--- config.mk ---
export PLATFORM = sky130hd
export DESIGN_NAME = light_centroid
export DESIGN_NICKNAME = d
export VERILOG_FILES = /design/src/rtl/light_centroid_pkg.sv /design/src/rtl/divider.sv /design/src/rtl/light_centroid.sv
export SDC_FILE = /design/constraint.sdc
export NUM_CORES = 1
export LEC_CHECK = 0
export BUFFER_PORTS_ARGS = -buffer_cell sky130_fd_sc_hd__buf_2
export CAP_MARGIN = 15
export CORE_MARGIN = 4
export CORE_UTILIZATION = 50
export CTS_CLUSTER_DIAMETER = 120
export DETAILED_ROUTE_END_ITERATION = 16
export PLACE_DENSITY = 0.7
export SKIP_LAST_GASP = 1
export SYNTH_ARGS = -nofsm -noshare
export SYNTH_HDL_FRONTEND = slang
export SYNTH_SLANG_ARGS = --single-unit
--- constraint.sdc ---
create_clock -name clk_in -period 5 [get_ports clk_in]
set_input_delay 0.5 -clock clk_in [delete_from_list [all_inputs] [get_ports clk_in]]
set_output_delay 0.5 -clock clk_in [all_outputs]
set_load 0.005 [all_outputs]
--- src/rtl/light_centroid_pkg.sv ---
// light_centroid_pkg: shared widths, FSM encodings and frame-end helpers for light_centroid.
// The optional LIGHT_CENTROID_HYST_EN macro is consumed by light_centroid.sv, not here.
package light_centroid_pkg;

   localparam int SUM_W = 32;
   localparam int CNT_W = 20;
   localparam int DIV_W = 32;
   localparam int H_W   = 11;
   localparam int V_W   = 10;

   typedef logic [1:0] state_t;

   localparam state_t ST_IDLE   = 2'd0;
   localparam state_t ST_DIVIDE = 2'd1;
   localparam state_t ST_EMIT   = 2'd2;

   // Last active column/line: the frame-end beat sits at (last_col, last_row).
   function automatic logic [H_W-1:0] last_col(input int h_active);
      return H_W'(h_active - 1);
   endfunction

   function automatic logic [V_W-1:0] last_row(input int v_active);
      return V_W'(v_active - 1);
   endfunction

endpackage

--- src/rtl/divider.sv ---
// divider: 32-bit unsigned restoring divider, one quotient bit per clock.
// quotient_out/data_valid_out appear 33 cycles after the cycle data_valid_in is high.
module divider (
   input  logic        clk_in,
   input  logic        rst_in,
   input  logic        data_valid_in,
   input  logic [31:0] dividend_in,
   input  logic [31:0] divisor_in,
   output logic [31:0] quotient_out,
   output logic        data_valid_out
);

   logic [31:0] quo;
   logic [31:0] rem;
   logic [31:0] dvs;
   logic [5:0]  steps;
   logic [32:0] trial;
   logic [32:0] diff;
   logic        ge;

   // A clear borrow bit means the shifted remainder covers the divisor.
   always_comb begin
      trial = {rem, quo[31]};
      diff  = trial - {1'b0, dvs};
      ge    = ~diff[32];
   end

   always_ff @(posedge clk_in) begin
      // NOTE: registered state uses non-blocking assignments so every flop samples pre-edge values.
      if (rst_in) begin
         quo            <= '0;
         rem            <= '0;
         dvs            <= '0;
         steps          <= '0;
         quotient_out   <= '0;
         data_valid_out <= 1'b0;
      end else begin
         data_valid_out <= 1'b0;
         if (steps != 6'd0) begin
            quo   <= {quo[30:0], ge};
            rem   <= ge ? diff[31:0] : trial[31:0];
            steps <= steps - 6'd1;
            if (steps == 6'd1) begin
               quotient_out   <= {quo[30:0], ge};
               data_valid_out <= 1'b1;
            end
         end else if (data_valid_in) begin
            quo   <= dividend_in;
            rem   <= '0;
            dvs   <= divisor_in;
            steps <= 6'd32;
         end
      end
   end

endmodule

--- src/rtl/light_centroid.sv ---
// light_centroid: per-frame bright-pixel centroid with a light-present flag and drop detection.
// Define LIGHT_CENTROID_HYST_EN for two-frame hysteresis on light_out.
module light_centroid
   import light_centroid_pkg::*;
#(
   parameter int H_ACTIVE   = 1280,
   parameter int V_ACTIVE   = 720,
   parameter int MIN_PIXELS = 16
) (
   input  logic           clk_in,
   input  logic           rst_in,
   input  logic           pixel_valid_in,
   input  logic [H_W-1:0] hcount_in,
   input  logic [V_W-1:0] vcount_in,
   input  logic [7:0]     luma_in,
   input  logic [7:0]     thresh_in,
   output logic [H_W-1:0] x_out,
   output logic [V_W-1:0] y_out,
   output logic           light_out,
   output logic           valid_out,
   output logic           overrun_out
);

   localparam logic [H_W-1:0]   H_LAST  = last_col(H_ACTIVE);
   localparam logic [V_W-1:0]   V_LAST  = last_row(V_ACTIVE);
   localparam logic [CNT_W-1:0] MIN_CNT = CNT_W'(MIN_PIXELS);

   logic [SUM_W-1:0] sum_x;
   logic [SUM_W-1:0] sum_y;
   logic [CNT_W-1:0] count;
   logic [SUM_W-1:0] div_sx;
   logic [SUM_W-1:0] div_sy;
   logic [CNT_W-1:0] div_cnt;
   logic             pending;

   state_t           state;
   logic             div_start;
   logic             done_x;
   logic             done_y;
   logic             light_n;
   logic [H_W-1:0]   x_q;
   logic [V_W-1:0]   y_q;

   logic [DIV_W-1:0] quot_x;
   logic [DIV_W-1:0] quot_y;
   logic             quot_x_valid;
   logic             quot_y_valid;

   logic             bright;
   logic             frame_end;
   logic             busy;
   logic [SUM_W-1:0] add_x;
   logic [SUM_W-1:0] add_y;
   logic             bright_frame;
   logic             both_done;
   logic             enter_emit;
   logic             light_next;

`ifdef LIGHT_CENTROID_HYST_EN
   logic [1:0]       hist;
`endif

   // NOTE: every signal below is assigned on every pass, so no latch can be inferred.
   always_comb begin
      bright       = pixel_valid_in && (luma_in >= thresh_in)
                     && (hcount_in <= H_LAST) && (vcount_in <= V_LAST);
      frame_end    = pixel_valid_in && (hcount_in == H_LAST) && (vcount_in == V_LAST);
      add_x        = bright ? SUM_W'(hcount_in) : '0;
      add_y        = bright ? SUM_W'(vcount_in) : '0;
      busy         = pending || (state != ST_IDLE);
      bright_frame = (div_cnt >= MIN_CNT);
      both_done    = (done_x || quot_x_valid) && (done_y || quot_y_valid);
      enter_emit   = ((state == ST_IDLE) && pending && !bright_frame)
                     || ((state == ST_DIVIDE) && both_done);
      light_next   = (state == ST_DIVIDE);
   end

   // Accumulation and frame snapshot; a frame ending while a result is in flight is dropped.
   always_ff @(posedge clk_in) begin
      if (rst_in) begin
         sum_x       <= '0;
         sum_y       <= '0;
         count       <= '0;
         div_sx      <= '0;
         div_sy      <= '0;
         div_cnt     <= '0;
         pending     <= 1'b0;
         overrun_out <= 1'b0;
      end else begin
         overrun_out <= frame_end && busy;
         if (frame_end) begin
            sum_x <= '0;
            sum_y <= '0;
            count <= '0;
            if (!busy) begin
               div_sx  <= sum_x + add_x;
               div_sy  <= sum_y + add_y;
               div_cnt <= count + CNT_W'(bright);
               pending <= 1'b1;
            end
         end else begin
            sum_x <= sum_x + add_x;
            sum_y <= sum_y + add_y;
            count <= count + CNT_W'(bright);
         end
         if ((state == ST_IDLE) && pending)
            pending <= 1'b0;
      end
   end

   always_ff @(posedge clk_in) begin
      if (rst_in) begin
         state     <= ST_IDLE;
         div_start <= 1'b0;
         done_x    <= 1'b0;
         done_y    <= 1'b0;
         light_n   <= 1'b0;
         x_q       <= '0;
         y_q       <= '0;
         x_out     <= '0;
         y_out     <= '0;
         light_out <= 1'b0;
         valid_out <= 1'b0;
`ifdef LIGHT_CENTROID_HYST_EN
         hist      <= 2'b00;
`endif
      end else begin
         div_start <= 1'b0;
         valid_out <= 1'b0;
         if (enter_emit) begin
            light_n <= light_next;
`ifdef LIGHT_CENTROID_HYST_EN
            hist    <= {hist[0], light_next};
`endif
         end
         case (state)
            ST_IDLE: begin
               if (pending) begin
                  if (bright_frame) begin
                     div_start <= 1'b1;
                     done_x    <= 1'b0;
                     done_y    <= 1'b0;
                     state     <= ST_DIVIDE;
                  end else begin
                     state     <= ST_EMIT;
                  end
               end
            end
            ST_DIVIDE: begin
               // The two quotients may land on different cycles; each is held until both exist.
               if (quot_x_valid) begin
                  x_q    <= quot_x[H_W-1:0];
                  done_x <= 1'b1;
               end
               if (quot_y_valid) begin
                  y_q    <= quot_y[V_W-1:0];
                  done_y <= 1'b1;
               end
               if (both_done)
                  state <= ST_EMIT;
            end
            ST_EMIT: begin
               valid_out <= 1'b1;
`ifdef LIGHT_CENTROID_HYST_EN
               if (hist == 2'b11)
                  light_out <= 1'b1;
               else if (hist == 2'b00)
                  light_out <= 1'b0;
`else
               light_out <= light_n;
`endif
               if (light_n) begin
                  x_out <= x_q;
                  y_out <= y_q;
               end
               state <= ST_IDLE;
            end
            default: state <= ST_IDLE;
         endcase
      end
   end

   divider u_div_x (
      .clk_in         (clk_in),
      .rst_in         (rst_in),
      .data_valid_in  (div_start),
      .dividend_in    (div_sx),
      .divisor_in     (DIV_W'(div_cnt)),
      .quotient_out   (quot_x),
      .data_valid_out (quot_x_valid)
   );

   divider u_div_y (
      .clk_in         (clk_in),
      .rst_in         (rst_in),
      .data_valid_in  (div_start),
      .dividend_in    (div_sy),
      .divisor_in     (DIV_W'(div_cnt)),
      .quotient_out   (quot_y),
      .data_valid_out (quot_y_valid)
   );

   // Centroids never exceed the active area, so the quotient high bits are always zero.
   logic unused_quot;
   assign unused_quot = ^{quot_x[DIV_W-1:H_W], quot_y[DIV_W-1:V_W]};

endmodule

==> impl_results.md <==
* Layout cells sized above 1 at 0.0770
* PortBufs at 63
* Clock Skew at 16.8 ps
* FP Rows at 72
* 1st-pass router iterations at 5
* Post-place setup slack at -6.77 ps
* Final worst slack at 545 ps
* Hold Path Class: in -> reg
* Most frequent cells in the layout: dfxtp_1, nor2_1, nand2_1, a21oi_1, a211oi_1
* RePlAce Congestion at 0.873
* Crit end category: flop
* Area contributors post-synth: dfxtp_1, nor2_1, nand2_1
* Worst EP arrival at 4910 ps
* Fill count at 3,483
* Syn-to-layout area delta at 11.1%
* Post-Synthesis Cells at 2,343
* Maximum vdd drop at 0.274 mV
* H-tree depth at 2
* Leakage at 8.10 nW
* Post-synth top area share at 0.432
* Worst-Skew Late Latency at 560 ps
* Post-synth EDFFs at 0
* Commonest non-fill, non-tap cell in the layout: dfxtp_1
* Reg2reg setup slack at 1580 ps
* Root Buffer: clkbuf_16
* Detailed-route via count at 15.7k
* Run status: finished, final reports clean
* Largest net degree at the start of global routing at 130
* Num CTS Buffers at 44
* Kind of critical path: in -> reg
* Vias in the first global route at 15.2k
* Vias per cell at 5.41
* Sum Neg Setup Slack at 0 ps
* HPWL Detailed at 28.0 mm
* Post-CTS Hold Fix Bufs at 0
* DR iter-0 viols at 783
* Nets@finish at 2,469
* Die ar. at 42,400 µm²
* CTS Sinks at 423
* First-pass GRT wire length at 71.7 mm
* Num ports at 64
* Pwr per Cell Area at 507 nW/µm²
* Maxcap violations at 0
* Core area at 38,700 µm²
* Antenna Cells at 0
* Post-route DRC at 0
* Post-route cell area at 21,800 µm²
* Remaining antenna violation count at 0
* Startpoint Class: input port
* Netlist Area Pre-Place at 19,600 µm²
* Initial antenna violation count at 0
* Yosys reg bits at 423
* CP Max Fanout at 7
* Initial Util at 0.506
* Critical Path RT at 5460 ps
* Post-synth top area cell: dfxtp_1
* Async SR Flop Fraction at 0
* Tot GR Track Use at 0.197
* CTS tree: done
* Tcrit/Tclk final at 0.891
* Achievable clock frequency at 224 MHz
* PostCTS Resize Cnt at 0
* WL final at 41.7 mm
* Worst-path clk slew at 60 ps
* Routed len/inst at 14.4 µm
* Net Count, Synth at 2,464
* Synth warn at 0
* Setup violators final at 0
* Die width at 206 µm
* Final Slew Violations at 0
* RSZ-0062 raised after global routing: false
* Netlist cell types at 74
* Max Root-Sink Buffers at 3
* Post-DP Area at 20,300 µm²
* Die height at 206 µm
* Worst-margin pin slew at 964 ps
* Final hold slack at 330 ps
* Seq/Total Area, Yosys at 0.432
* GR Overflow Total at 0
* Final Critical Period at 4450 ps
* Syn Area/Cell at 8.37 µm²
* Final Hold Fails at 0
* Slew HR at 0.357
* Most used DFF post-synth: dfxtp_1
* # Post-CTS Setup Buffers at 0
-- registers in the layout, summed over array words and instances, names as in the netlist, 11 cells and up --
name	flops
sum_y	32
x_out	11
div_sx	32
count	20
u_div_x.quo	32
u_div_x.rem	32
u_div_y.rem	32
x_q	11
u_div_x.dvs	20
u_div_y.dvs	20
div_cnt	20
sum_x	32
u_div_x.quotient_out	11
u_div_y.quo	32
div_sy	32
-- synth_stat cells (15+ instances only) --
| master | n |
|---|---|
| a211oi_1 | 134 |
| a21o_1 | 18 |
| a21oi_1 | 178 |
| and2_1 | 33 |
| and3_1 | 21 |
| clkbuf_1 | 108 |
| dfxtp_1 | 423 |
| ha_1 | 77 |
| inv_1 | 79 |
| mux2i_1 | 94 |
| nand2_1 | 324 |
| nand2b_1 | 21 |
| nand3_1 | 55 |
| nand4_1 | 16 |
| nor2_1 | 328 |
| nor2b_1 | 18 |
| nor3_1 | 28 |
| nor4_1 | 15 |
| o21ai_0 | 89 |
| xnor2_1 | 56 |
| xor2_1 | 76 |
-- power breakdown --
group	internal, W	switching (W)
logic	0.00158	0.00219
registers	0.00373	0.000284
clock network	0.00191	0.00134
-- per-layer routing --
| layer | up-vias | wire length [µm] | GRT usage |
|---|---|---|---|
| li1 | 8066 | - | - |
| met1 | 7284 | 19900 | 0.264 |
| met2 | 227 | 19300 | 0.331 |
| met3 | 79 | 1370 | 0.0268 |
| met4 | 0 | 1160 | 0.0623 |
| met5 | - | 0 | 0 |
-- kinds of logic after synthesis --
logic type | count (synthesis) | share of synthesized area
adders and majority gates | 81 | 0.0532
buffers and inverters | 206 | 0.0400
muxes | 97 | 0.0497
DFF | 423 | 0.432
AOI/OAI and AO/OA | 502 | 0.161
xor gates and xnor gates | 135 | 0.0615
and+or+nand+nor | 899 | 0.203
-- path summary, 6_finish.rpt --
kind                                      start               to  cells past startpoint
worst max-delay path                 luma_in[0]       div_sy[24]                     24
worst min-delay path               hcount_in[8]      overrun_out                      4
worst max register to register  u_div_y.quo[31]  u_div_y.rem[30]                     12
worst min register to register        light_out        light_out                      2
-- per-stage QoR --
| step | power, W | cells | utilization |
|---|---|---|---|
| floorplan | 0.00706 | 2343 | - |
| global placement | 0.00771 | 2816 | 0.524 |
| detailed placement | 0.00780 | 2816 | 0.524 |
| CTS | 0.0111 | 2892 | 0.561 |
| global route | 0.0118 | 2896 | 0.562 |
| finish | 0.0110 | 2896 | 0.562 |
-- area by class of cell --
class	count	area [µm²]	area share
Clock inverter	12	149	0.00684
Sequential cell	423	8470	0.389
Timing Repair Buffer	86	533	0.0245
Multi-Input combinational cell	1714	10400	0.477
Inverter	79	297	0.0136
Clock buffer	64	1300	0.0596
Tap cell	518	648	0.0298
-- critical path, cell delays in order --
cell and delay [ps]:
buf_2 70, inv_1 30, ha_1 260, nand2b_1 90
a21o_1 110, a21o_1 110, a21o_1 110, a21oi_1 60
nor2b_1 100, o211ai_1 80, a21oi_1 370, and2_1 190
ha_1 160, inv_1 60, fa_1 410, nor2b_1 140
o21a_1 140, o21ai_0 130, a2111oi_0 590, o21ai_0 260
nor2_1 390, nand4_1 160, xor2_1 180, a211oi_1 210
No activity file was read; power rests on OpenSTA's default activity.
